<file path="config.mk">
export PLATFORM = sky130hd
export DESIGN_NAME = soc_mem_arbiter
export DESIGN_NICKNAME = d
export VERILOG_FILES = /design/src/rtl/soc_mem_pkg.sv /design/src/rtl/rr_arbiter.sv /design/src/rtl/soc_mem_arbiter.sv
export SDC_FILE = /design/constraint.sdc
export NUM_CORES = 1
export LEC_CHECK = 0
export BUFFER_PORTS_ARGS = -buffer_cell sky130_fd_sc_hd__clkbuf_2
export CAP_MARGIN = 20
export CORE_MARGIN = 3
export CORE_UTILIZATION = 25
export CTS_BUF_LIST = sky130_fd_sc_hd__clkbuf_2 sky130_fd_sc_hd__clkbuf_4 sky130_fd_sc_hd__clkbuf_8
export DETAILED_ROUTE_END_ITERATION = 16
export HOLD_SLACK_MARGIN = 0.15
export PLACE_DENSITY_LB_ADDON = 0.05
export SLEW_MARGIN = 40
export SYNTH_ARGS = -nofsm -noshare
export SYNTH_HDL_FRONTEND = slang
export SYNTH_SLANG_ARGS = --single-unit
</file>
<file path="constraint.sdc">
create_clock -name clk -period 3.9 [get_ports clk]
set_clock_uncertainty 0.05 [all_clocks]
set_input_delay 0.39 -clock clk [delete_from_list [all_inputs] [get_ports clk]]
set_output_delay 0.39 -clock clk [all_outputs]
set_load 0.03 [all_outputs]
</file>
<file path="src/rtl/soc_mem_pkg.sv">
`default_nettype none
// ============================================================================
// Module   : soc_mem_pkg
// Brief    : Shared constants, helpers and types for the unified memory port
// Revision : 1.0 - initial release
// ============================================================================
package soc_mem_pkg;

    localparam int MAX_MASTERS = 8;
    localparam int MAX_MEM_LAT = 4;

    // Ceiling log2; returns 0 for value <= 1
    function automatic int clog2(input int value);
        int r;
        r = 0;
        while ((1 << r) < value) r = r + 1;
        return r;
    endfunction

    // Owner field is sized for the largest supported master count
    localparam int c_OWNER_W = clog2(MAX_MASTERS);

    // One entry of the response-tracking pipeline
    typedef struct packed {
        logic                 valid;
        logic [c_OWNER_W-1:0] owner;
        logic                 is_write;
    } trk_entry_t;

endpackage
`default_nettype wire

</file>
<file path="src/rtl/rr_arbiter.sv">
`default_nettype none
// ============================================================================
// Module   : rr_arbiter
// Brief    : Combinational round-robin arbiter; grants the first requester at
//            or after the pointer, searching upward with wrap-around
// Revision : 1.0 - initial release
// ============================================================================
module rr_arbiter #(
    parameter int N     = 2,
    parameter int IDX_W = 1
) (
    input  wire logic [N-1:0]     i_req,
    input  wire logic [IDX_W-1:0] i_ptr,
    input  wire logic             i_en,
    output logic      [N-1:0]     o_gnt,
    output logic      [IDX_W-1:0] o_gnt_idx,
    output logic                  o_any_gnt
);

    logic w_found;

    // Two passes: first the masters at or above the pointer, then wrap to the bottom
    always_comb begin
        o_gnt     = '0;
        o_gnt_idx = '0;
        w_found   = 1'b0;
        for (int j = 0; j < N; j++) begin
            if (i_en && !w_found && i_req[j] && (j >= int'(i_ptr))) begin
                o_gnt[j]  = 1'b1;
                o_gnt_idx = IDX_W'(j);
                w_found   = 1'b1;
            end
        end
        for (int j = 0; j < N; j++) begin
            if (i_en && !w_found && i_req[j]) begin
                o_gnt[j]  = 1'b1;
                o_gnt_idx = IDX_W'(j);
                w_found   = 1'b1;
            end
        end
        o_any_gnt = w_found;
    end

endmodule
`default_nettype wire

</file>
<file path="src/rtl/soc_mem_arbiter.sv">
`default_nettype none
// ============================================================================
// Module   : soc_mem_arbiter
// Brief    : N-master round-robin front end for one synchronous memory with
//            registered command issue and in-order response tracking
// Revision : 1.0 - initial release
// ============================================================================
module soc_mem_arbiter
    import soc_mem_pkg::*;
#(
    parameter int N_MASTERS = 2,
    parameter int ADDR_W    = 32,
    parameter int DATA_W    = 32,
    parameter int MEM_LAT   = 1
) (
    input  wire logic                          clk,
    input  wire logic                          reset,
    input  wire logic                          ena,
    input  wire logic [N_MASTERS-1:0]          req_valid,
    output logic      [N_MASTERS-1:0]          req_ready,
    input  wire logic [N_MASTERS-1:0]          req_we,
    input  wire logic [N_MASTERS*ADDR_W-1:0]   req_addr,
    input  wire logic [N_MASTERS*DATA_W-1:0]   req_wdata,
    input  wire logic [N_MASTERS*DATA_W/8-1:0] req_be,
    output logic      [N_MASTERS-1:0]          rsp_valid,
    output logic      [DATA_W-1:0]             rsp_rdata,
    output logic                               mem_en,
    output logic                               mem_we,
    output logic      [DATA_W/8-1:0]           mem_be,
    output logic      [ADDR_W-1:0]             mem_addr,
    output logic      [DATA_W-1:0]             mem_wdata,
    input  wire logic [DATA_W-1:0]             mem_rdata
);

    localparam int c_ID_W = (N_MASTERS > 1) ? clog2(N_MASTERS) : 1;
    localparam int c_BE_W = DATA_W / 8;

    logic [c_ID_W-1:0]    r_ptr;
    logic [N_MASTERS-1:0] w_gnt;
    logic [c_ID_W-1:0]    w_gnt_idx;
    logic                 w_any_gnt;
    logic                 w_arb_en;

    logic                 w_sel_we;
    logic [ADDR_W-1:0]    w_sel_addr;
    logic [DATA_W-1:0]    w_sel_wdata;
    logic [c_BE_W-1:0]    w_sel_be;

    logic [c_OWNER_W-1:0] r_cmd_owner;
    trk_entry_t           r_trk [MEM_LAT];
    trk_entry_t           w_exit;
    logic [DATA_W-1:0]    r_rdata_hold;

    // No grants while in reset so nothing transfers that would then be lost
    assign w_arb_en = ena & reset;

    rr_arbiter #(
        .N     (N_MASTERS),
        .IDX_W (c_ID_W)
    ) u_rr_arbiter (
        .i_req     (req_valid),
        .i_ptr     (r_ptr),
        .i_en      (w_arb_en),
        .o_gnt     (w_gnt),
        .o_gnt_idx (w_gnt_idx),
        .o_any_gnt (w_any_gnt)
    );

    assign req_ready = w_gnt;

    // One-hot mux of the winning master's command fields
    always_comb begin
        w_sel_we    = 1'b0;
        w_sel_addr  = '0;
        w_sel_wdata = '0;
        w_sel_be    = '0;
        for (int j = 0; j < N_MASTERS; j++) begin
            if (w_gnt[j]) begin
                w_sel_we    = req_we[j];
                w_sel_addr  = req_addr[j*ADDR_W +: ADDR_W];
                w_sel_wdata = req_wdata[j*DATA_W +: DATA_W];
                w_sel_be    = req_be[j*c_BE_W +: c_BE_W];
            end
        end
    end

    // Register the winning command toward memory and advance the round-robin pointer
    always_ff @(posedge clk) begin
        if (!reset) begin
            r_ptr       <= '0;
            mem_en      <= 1'b0;
            mem_we      <= 1'b0;
            mem_be      <= '0;
            mem_addr    <= '0;
            mem_wdata   <= '0;
            r_cmd_owner <= '0;
        end else begin
            mem_en <= w_any_gnt;
            if (w_any_gnt) begin
                mem_we      <= w_sel_we;
                mem_be      <= w_sel_we ? w_sel_be : {c_BE_W{1'b1}};
                mem_addr    <= w_sel_addr;
                mem_wdata   <= w_sel_wdata;
                r_cmd_owner <= c_OWNER_W'(w_gnt_idx);
                r_ptr       <= (w_gnt_idx == c_ID_W'(N_MASTERS - 1)) ? '0 : w_gnt_idx + 1'b1;
            end else begin
                mem_we <= 1'b0;
                mem_be <= '0;
            end
        end
    end

    // Track each issued command until its memory data returns; reset drops everything in flight
    always_ff @(posedge clk) begin
        if (!reset) begin
            for (int i = 0; i < MEM_LAT; i++) r_trk[i] <= '0;
        end else begin
            r_trk[0] <= '{valid: mem_en, owner: r_cmd_owner, is_write: mem_we};
            for (int i = 1; i < MEM_LAT; i++) r_trk[i] <= r_trk[i-1];
        end
    end

    assign w_exit = r_trk[MEM_LAT-1];

    // Remember the last read data so write acks leave rsp_rdata unchanged
    always_ff @(posedge clk) begin
        if (!reset) begin
            r_rdata_hold <= '0;
        end else if (w_exit.valid && !w_exit.is_write) begin
            r_rdata_hold <= mem_rdata;
        end
    end

    assign rsp_rdata = (w_exit.valid && !w_exit.is_write) ? mem_rdata : r_rdata_hold;

    // Decode the exiting owner into the one-hot response strobe
    always_comb begin
        rsp_valid = '0;
        for (int j = 0; j < N_MASTERS; j++) begin
            rsp_valid[j] = w_exit.valid && (w_exit.owner == c_OWNER_W'(j));
        end
    end

endmodule
`default_nettype wire
</file>
==> run_results.csv <==
group,metric,value,unit
run_status,run_status,"complete, no violations",
critical_path,r2r_end,"mem_addr[19]$_SDFFE_PN0P_",
timing,setup_slack,1.51,ns
cells_and_area,finish.utilization,34.2,%
logic_synthesis,synthesis.nets,702,
hold_path,min_from,"req_wdata[21]",
hold_path,holdPathEnd,"mem_wdata[21]$_SDFFE_PN0P_",
critical_path,crit_start,"r_ptr$_SDFFE_PN0P_",
critical_path,r2r_cells,4,
cells_and_area,final_nets,945,
timing,period_minus_slack,2.39,ns
placement,place_congestion,0.753,
placement,preCtsSetupSlack,1.44,ns
clock_tree,cts_root_buf,"clkbuf_8",
power,seq_power_share,47.7,%
placement,placed_area,6460,um2
cells_and_area,layoutNonFillerInstCount,1040,
timing,slew_viol_final,0,
floorplan,fp.dieW,148,um
drt,vias,4946,
logic_synthesis,yosys.area.top_type,"dfxtp_1",
placement,placed_cells,1020,
grt,grt.overflow.total,0,
logic_synthesis,ys_top_cells_by_area,"dfxtp_1 (43%), mux2_4 (9.0%), a31oi_1 (8.0%)",
drt,detail_route.iter0.violations,187,
grt,antenna_found_initial,1,
cells_and_area,layout_common_cells,"clkbuf_2 (279), dfxtp_1 (107), o21ai_0 (65), a31oi_1 (64), a21oi_1 (55)",
grt,grt_pass1_wl,28100,um
timing,relSlewSlack,48.5,%
logic_synthesis,synth_top_area_share,42.6,%
critical_path,worst-r2r-setup-slack,1.87,ns
drt,drc,0,
drt,drtPass1Iterations,5,
critical_path,cp-end-kind,"output pin",
floorplan,coreArea,19600,um2
hold_path,holdPathStages,3,
clock_tree,cts_buffers,9,
clock_tree,clock_latency,0.37,ns
critical_path,arrival,1.95,ns
logic_synthesis,ys_types,29,
power,power,2.51,mW
drt,wirelength,18100,um
job,maxCapViolations,0,
clock_tree,path_clk_slew,0.12,ns
drt,postRouteAntennaNets,0,
power,p_sw_share,32.7,%
power,power_frac_clock,28.8,%
drt,wl_per_cell,17.4,um
grt,grt_max_degree,65,
clock_tree,cts_buffer_depth,2,
cells_and_area,antennaDiodeCount,0,
timing,finalCritPeriodShare,61.4,%
logic_synthesis,seq_area_frac_synth,42.6,%
floorplan,dieArea,21800,um2
cells_and_area,area_growth,33.3,%
logic_synthesis,netlist_area,5030,um2
drt,vias_per_cell,4.76,
clock_tree,clock-sinks,107,
timing,hold_viol_final,0,
hold_path,worstHoldPathType,"in -> reg",
grt,grt_usage,16.2,%
floorplan,die_y,148,um
power,power_density,374,nW/um2
floorplan,fp-row-count,51,
timing,tightest_slew,0.772,ns
placement,dp_hpwl,12500,um
placement,io_buffer_count,280,
clock_tree,tritoncts,"yes",
logic_synthesis,synth_cells,527,
floorplan,start_util,25.7,%
critical_path,cp-start-kind,"register",
grt,grt_pass1_vias,5000,
power,irDropWorstVdd,0.000172,V
floorplan,io_pins,281,
timing,setup_tns,0,ns
clock_tree,ctsHtreeMaxLevel,3,
timing,hold_ws,0.181,ns
critical_path,worst_ep_required_time,3.46,ns
timing,rsz0062_at_grt,"no",
power,p_comb_share,23.6,%
timing,fmax,418,MHz
cells_and_area,design_area,6700,um2
logic_synthesis,synth_seq_cells,107,
cells_and_area,layout_commonest_cell,"clkbuf_2",
logic_synthesis,yosys_warnings,0,
power,p_leak,3.16,nW
timing,finalSetupViolations,0,
power,power_switching,0.819,mW
cells_and_area,drive_above_1_share,49.3,%
critical_path,rr_startpoint,"r_ptr$_SDFFE_PN0P_",
critical_path,path_class,"reg -> out",
logic_synthesis,syn_area_per_cell,9.54,um2
critical_path,cp_max_fo,35,
power,intPower,1.69,mW
per-layer routing:
layer  vias up  routed length (um)  GRT usage, %  part of all wire (%)
li1       2403                   -             -                     -
met1      2294                7600          21.0                    42
met2       222                8350          24.9                    46
met3        25                1770          6.22                   9.8
met4         2                 367          5.13                   2.0
met5         -                   9             0                 0.050
cell type report:
type / instances / area, um2
timing repair buffer: 291 / 1510
tap: 265 / 332
sequential: 107 / 2140
multi-input combinational: 356 / 2490
inverter: 5 / 18.8
fill: 2115 / 12900
clock buffer: 11 / 139
clock inverter: 5 / 60.1
power groups by stage:
stage          registers (mW)  logic, mW  clock network [mW]
3_3_place_gp             1.22      0.592                   0
5_1_grt                  1.20      0.642               0.800
2_1_floorplan            1.33      0.270                   0
6_report                 1.19      0.590               0.720
3_5_place_dp             1.22      0.593                   0
4_1_cts                  1.20      0.597               0.763
cell usage after synthesis (all sizes together):
master    n
a22oi     4
buf      36
nand2     4
and3      1
a21oi    65
inv       5
a311oi    4
nand2b    6
a31oi    64
o21ai    65
o21a      1
nor2      1
dfxtp   107
and2     38
o211a     1
o211ai    1
nand3    68
nor2b     1
mux2     32
clkbuf   23
worst max-delay path, stage by stage (launching register included):
cell,delay [ns]
dfxtp_1,0.41
nand2b_2,0.65
nand2_1,0.15
nor2_1,0.13
clkbuf_2,0.25
flip-flops by register name, indices dropped and copies added, names as in the netlist:
name,count
mem_addr,32
mem_be,4
mem_en,1
mem_wdata,32
mem_we,1
r_cmd_owner,1
r_ptr,1
r_rdata_hold,32
r_trk,3
cell families after synthesis:
group | after synthesis | share of synthesized area, %
simple gates | 119 | 16.0
buf+inv | 64 | 8.26
flops | 107 | 42.6
compound gates | 205 | 23.7
mux | 32 | 9.41
what timing repair did:
| action | in CTS | in global routing |
|---|---|---|
| buffers inserted | 0 | 0 |
| hold buffers | 3 | 1 |
| resized for setup | 0 | 0 |
| endpoints found under the hold margin | 3 | 1 |
how the worst max path moves through the flow:
stage | slack (ns) | to | depth (start not counted)
floorplan | 2.12 | req_ready[1] | 6
global placement | 1.47 | mem_addr[2]$_SDFFE_PN0P_ | 5
detailed placement | 1.44 | mem_wdata[5]$_SDFFE_PN0P_ | 5
CTS | 1.47 | req_ready[1] | 4
global route | 1.29 | req_ready[1] | 4
finish | 1.51 | req_ready[1] | 4
No activity file was read; power rests on OpenSTA's default activity.
